--- src/rtl/demux_pkg.sv ---
// Shared constants and mode encoding for the 1-to-4 TDM demultiplexer.
package demux_pkg;

  localparam int NCH   = 4;
  localparam int SEL_W = 2;
  localparam int OVR_W = 8;

  typedef enum logic {
    MODE_SEL = 1'b0,
    MODE_RR  = 1'b1
  } mode_e;

endpackage

--- src/rtl/demux_chan_slot.sv ---
// One-entry output holding slot with valid/ready handshake.
// Latency: load appears on y_dat/y_valid one edge later; slot_rdy is high when empty or draining.
module demux_chan_slot #(
  parameter int WIDTH = 1
) (
  input  logic             clk,
  input  logic             rst,
  input  logic             load,
  input  logic [WIDTH-1:0] din,
  input  logic             y_ready,
  output logic [WIDTH-1:0] y_dat,
  output logic             y_valid,
  output logic             slot_rdy
);

  assign slot_rdy = !y_valid || y_ready;

  // Data is left untouched on a plain drain; only the valid flag drops.
  always_ff @(posedge clk or posedge rst) begin
    if (rst) begin
      y_dat   <= '0;
      y_valid <= 1'b0;
    end else if (load) begin
      y_dat   <= din;
      y_valid <= 1'b1;
    end else if (y_valid && y_ready) begin
      y_valid <= 1'b0;
    end
  end

endmodule

--- src/rtl/demux_tdm_1x4.sv ---
// Registered 1-to-4 TDM demux: explicit or round-robin target, one-cycle accept-to-valid latency.
// Stalls (din_ready=0) while the target slot is full and not draining; DEMUX_OVERRUN_CNT_EN adds a stall counter.
module demux_tdm_1x4
  import demux_pkg::*;
#(
  parameter int WIDTH = 1
) (
  input  logic                 clk,
  input  logic                 rst,
  input  logic [WIDTH-1:0]     din,
  input  logic                 din_valid,
  output logic                 din_ready,
  input  logic                 mode,
  input  logic [SEL_W-1:0]     S,
  output logic [NCH*WIDTH-1:0] Y,
  output logic [NCH-1:0]       y_valid,
  input  logic [NCH-1:0]       y_ready,
  output logic [SEL_W-1:0]     cur_ch,
  output logic [OVR_W-1:0]     overrun_cnt
);

  logic [SEL_W-1:0] ptr;
  logic [SEL_W-1:0] tgt;
  logic [NCH-1:0]   slot_rdy;
  logic [NCH-1:0]   load;
  logic             accept;
  logic             rr_mode;

  assign rr_mode   = (mode_e'(mode) == MODE_RR);
  assign tgt       = rr_mode ? ptr : S;
  assign cur_ch    = tgt;
  assign din_ready = slot_rdy[tgt];
  assign accept    = din_valid && din_ready;

  // Strict ordering: the pointer never skips a blocked channel.
  always_ff @(posedge clk or posedge rst) begin
    if (rst) begin
      ptr <= '0;
    end else if (accept && rr_mode) begin
      ptr <= ptr + 1'b1;
    end
  end

  for (genvar c = 0; c < NCH; c++) begin : g_chan
    assign load[c] = accept && (tgt == SEL_W'(c));

    demux_chan_slot #(
      .WIDTH (WIDTH)
    ) u_slot (
      .clk      (clk),
      .rst      (rst),
      .load     (load[c]),
      .din      (din),
      .y_ready  (y_ready[c]),
      .y_dat    (Y[c*WIDTH +: WIDTH]),
      .y_valid  (y_valid[c]),
      .slot_rdy (slot_rdy[c])
    );
  end

`ifdef DEMUX_OVERRUN_CNT_EN
  logic [OVR_W-1:0] ovr_q;

  always_ff @(posedge clk or posedge rst) begin
    if (rst) begin
      ovr_q <= '0;
    end else if (din_valid && !din_ready && (ovr_q != {OVR_W{1'b1}})) begin
      ovr_q <= ovr_q + 1'b1;
    end
  end

  assign overrun_cnt = ovr_q;
`else
  assign overrun_cnt = '0;
`endif

endmodule
--- config.mk ---
export PLATFORM = sky130hd
export DESIGN_NAME = demux_tdm_1x4
export DESIGN_NICKNAME = d
export VERILOG_FILES = /design/src/rtl/demux_pkg.sv /design/src/rtl/demux_chan_slot.sv /design/src/rtl/demux_tdm_1x4.sv
export SDC_FILE = /design/constraint.sdc
export NUM_CORES = 1
export LEC_CHECK = 0
export BUFFER_PORTS_ARGS = -buffer_cell sky130_fd_sc_hd__buf_2
export CAP_MARGIN = 0
export CORE_ASPECT_RATIO = 1.1
export CORE_UTILIZATION = 30
export CTS_BUF_LIST = sky130_fd_sc_hd__clkbuf_16
export DETAILED_ROUTE_END_ITERATION = 10
export GPL_TIMING_DRIVEN = 0
export PLACE_DENSITY_LB_ADDON = 0.12
export SYNTH_ARGS = -nofsm -noshare
export SYNTH_HDL_FRONTEND = slang
export SYNTH_HIERARCHICAL = 1
export SYNTH_SLANG_ARGS = --single-unit
--- constraint.sdc ---
create_clock -name clk -period 1.8 [get_ports clk]
set_clock_uncertainty 0.05 [all_clocks]
set_input_delay 0.09 -clock clk [delete_from_list [all_inputs] [get_ports clk]]
set_output_delay 0.09 -clock clk [all_outputs]
set_load 0.05 [all_outputs]
==> flow_summary_export.csv <==
group,metric,value,unit
finish,layout_commonest_cell,"buf_2",
sta,rsz0062_at_grt,"no",
logic_synthesis,seq_area_frac_synth,0.4329,
clock_network,numCtsBuffers,3,
clock_network,insertion_delay,0.24,ns
critical_path,cp_data_required_time,1.66,ns
finish,fillerInstances,183,
critical_path,worstSetupPathType,"reg2out",
routing,first_pass_iters,6,
routing,routedWlPerCell,10.51,µm
finish,layout.nets,100,
floorplanning,core_region_area,0.001802,mm²
finish,fin_cells,106,
finish,final_area,840.8,µm²
status,status,"finished, final reports clean",
logic_synthesis,ys_ff_latch,10,
global_routing,track_usage,0.1152,
floorplanning,floorplan.rows,16,
clock_network,cts_tree,"yes",
sta,fin_ws,0.06880,ns
floorplanning,start_util,0.3208,
critical_path,end_kind,"primary output",
clock_network,cts.clk_slew.worst_paths,0.04,ns
finish,syn_to_final_growth,45.45,%
place,postPlaceCellArea,735.7,µm²
global_routing,grt_pass1_vias,398,
critical_path,cp.arrival,1.59,ns
logic_synthesis,avgSynthCellArea,10.70,µm²
sta,period_share,0.9618,
place,place_inst,100,
clock_network,root_buffer,"clkbuf_16",
sta,finalSetupTns,0,ns
global_routing,grt_max_degree,7,
worst_hold_path,whs_path_depth,2,
sta,max_freq,0.5776,GHz
power,p_leak,0.4549,nW
routing,routed_wl,1114,µm
finish,drive_gt1_frac,0.5455,
critical_path,rr_worst_depth,5,
logic_synthesis,yosysWarnings,6,
global_routing,antenna_found_initial,0,
place,place_congestion,0.7457,
place,post-place-ws,0.1340,ns
finish,layout_common_cells,"21 x buf_2, 9 x buf_4, 8 x conb_1",
routing,drc,0,
worst_hold_path,hold_class,"in2reg",
floorplanning,die_w,43.86,µm
clock_network,cts.sinks,10,
run,drv_cap,0,
place,io_buffers,21,
logic_synthesis,netlist_instances,54,
power,power_density,1809,mW/mm²
logic_synthesis,netlist_area,578.1,µm²
finish,multi_input_area,276.5,µm²
sta,layout_min_cycle_time,1.731,ns
sta,slew_viol_final,0,
routing,drtAntennaViolNets,0,
critical_path,crit_fanout,3,
place,dpl.hpwl,880.3,µm
routing,drtIter0Drc,12,
clock_network,cts_max_path_buffers,2,
floorplanning,io_pins,30,
finish,n_antenna_cell,0,
routing,num_vias,447,
global_routing,grt.overflow.total,0,
finish,seqCellArea,254.0,µm²
global_routing,grt_pass1_wl,1662,µm
clock_network,cts-htree-levels,1,
power,ir_drop,1024,µV
sta,hold_violations,0,
critical_path,startpoint_type,"flip-flop",
sta,setup_violations,0,
routing,vias_per_cell,4.217,
floorplanning,die-area,0.002107,mm²
logic_synthesis,synth.distinct_cells,18,
floorplanning,dieHeight,48.04,µm
==> power breakdown <==
group	switching, mW	internal (mW)	leakage, nW
sequential	0.0609	0.324	0.118
clock	0.103	0.291	0.0385
combinational	0.505	0.237	0.298
==> metrics by stage <==
step	total power, mW	utilization	hold slack (ns)
after floorplan	0.9678	-	-0.2189
after global placement	1.103	0.4083	-0.04794
after detailed placement	1.109	0.4083	-0.04883
after CTS	1.534	0.4667	0.1124
after global routing	1.588	0.4667	0.1194
final	1.521	0.4667	0.1137
==> timing repair <==
action,in CTS,in global routing
hold buffers,1,0
setup endpoints to repair,1,0
hold endpoints to repair,10,0
buffers inserted,1,0
gates resized for setup,1,0
==> layer usage <==
metal | global-route usage | wire [µm]
met4 | 0.09091 | 0
met1 | 0.1472 | 487
met2 | 0.1791 | 567
met5 | 0 | 0
met3 | 0.01509 | 60
==> sequential cells by signal, indices dropped and copies added (netlist names) <==
signal and count:
g_chan.u_slot/y_dat 4, g_chan.u_slot/y_valid 4, ptr 2
==> worst paths after layout <==
kind | startpoint | end | slack, ns
max | ptr[1] | din_ready | 0.07
min | din | g_chan[1].u_slot/y_dat | 0.11
max reg2reg | ptr[0] | g_chan[2].u_slot/y_dat | 0.18
min reg2reg | ptr[0] | ptr[0] | 0.46
max in group asynchronous | rst | g_chan[0].u_slot/y_valid | 1.33
min in group asynchronous | rst | g_chan[1].u_slot/y_dat | 0.25
==> logic make-up after synthesis <==
family / count (synthesis) / share of synthesized area
AOI/OAI and AO/OA: 2 / 0.01948
xor gates and xnor gates: 1 / 0.01515
buffers and inverters: 15 / 0.1494
DFF: 10 / 0.4329
muxes: 7 / 0.1861
other: 1 / 0.006487
and+or+nand+nor: 18 / 0.1904
==> worst max-delay path, stage by stage, from the launching register on <==
cell and delay, ns:
dfrtp_1 0.41, mux2i_4 0.18, mux4_2 0.53, buf_2 0.23
==> cell usage after synthesis <==
cell type | count | share of area
nand2b_1 | 4 | 0.043
mux2i_2 | 1 | 0.024
xnor2_1 | 1 | 0.015
nor3b_1 | 2 | 0.026
and3_2 | 1 | 0.013
nor2_1 | 2 | 0.013
mux2_2 | 1 | 0.019
conb_1 | 1 | 0.0065
a31oi_1 | 1 | 0.011
buf_4 | 8 | 0.10
mux2_4 | 4 | 0.10
dfrtp_1 | 10 | 0.43
a21oi_1 | 1 | 0.0086
inv_1 | 7 | 0.045
nand3_1 | 1 | 0.0086
nand2_1 | 4 | 0.026
mux4_2 | 1 | 0.039
nand2b_2 | 4 | 0.061
==> area by class of cell <==
cell class	count	area share
multi-input combinational	36	0.3289
sequential	10	0.3021
timing repair buffer	23	0.1458
clock buffer	3	0.08929
buffer	8	0.07143
inverter	7	0.03125
tap	18	0.02679
clock inverter	1	0.004464
Note: power is estimated with default switching activity, not from simulation.
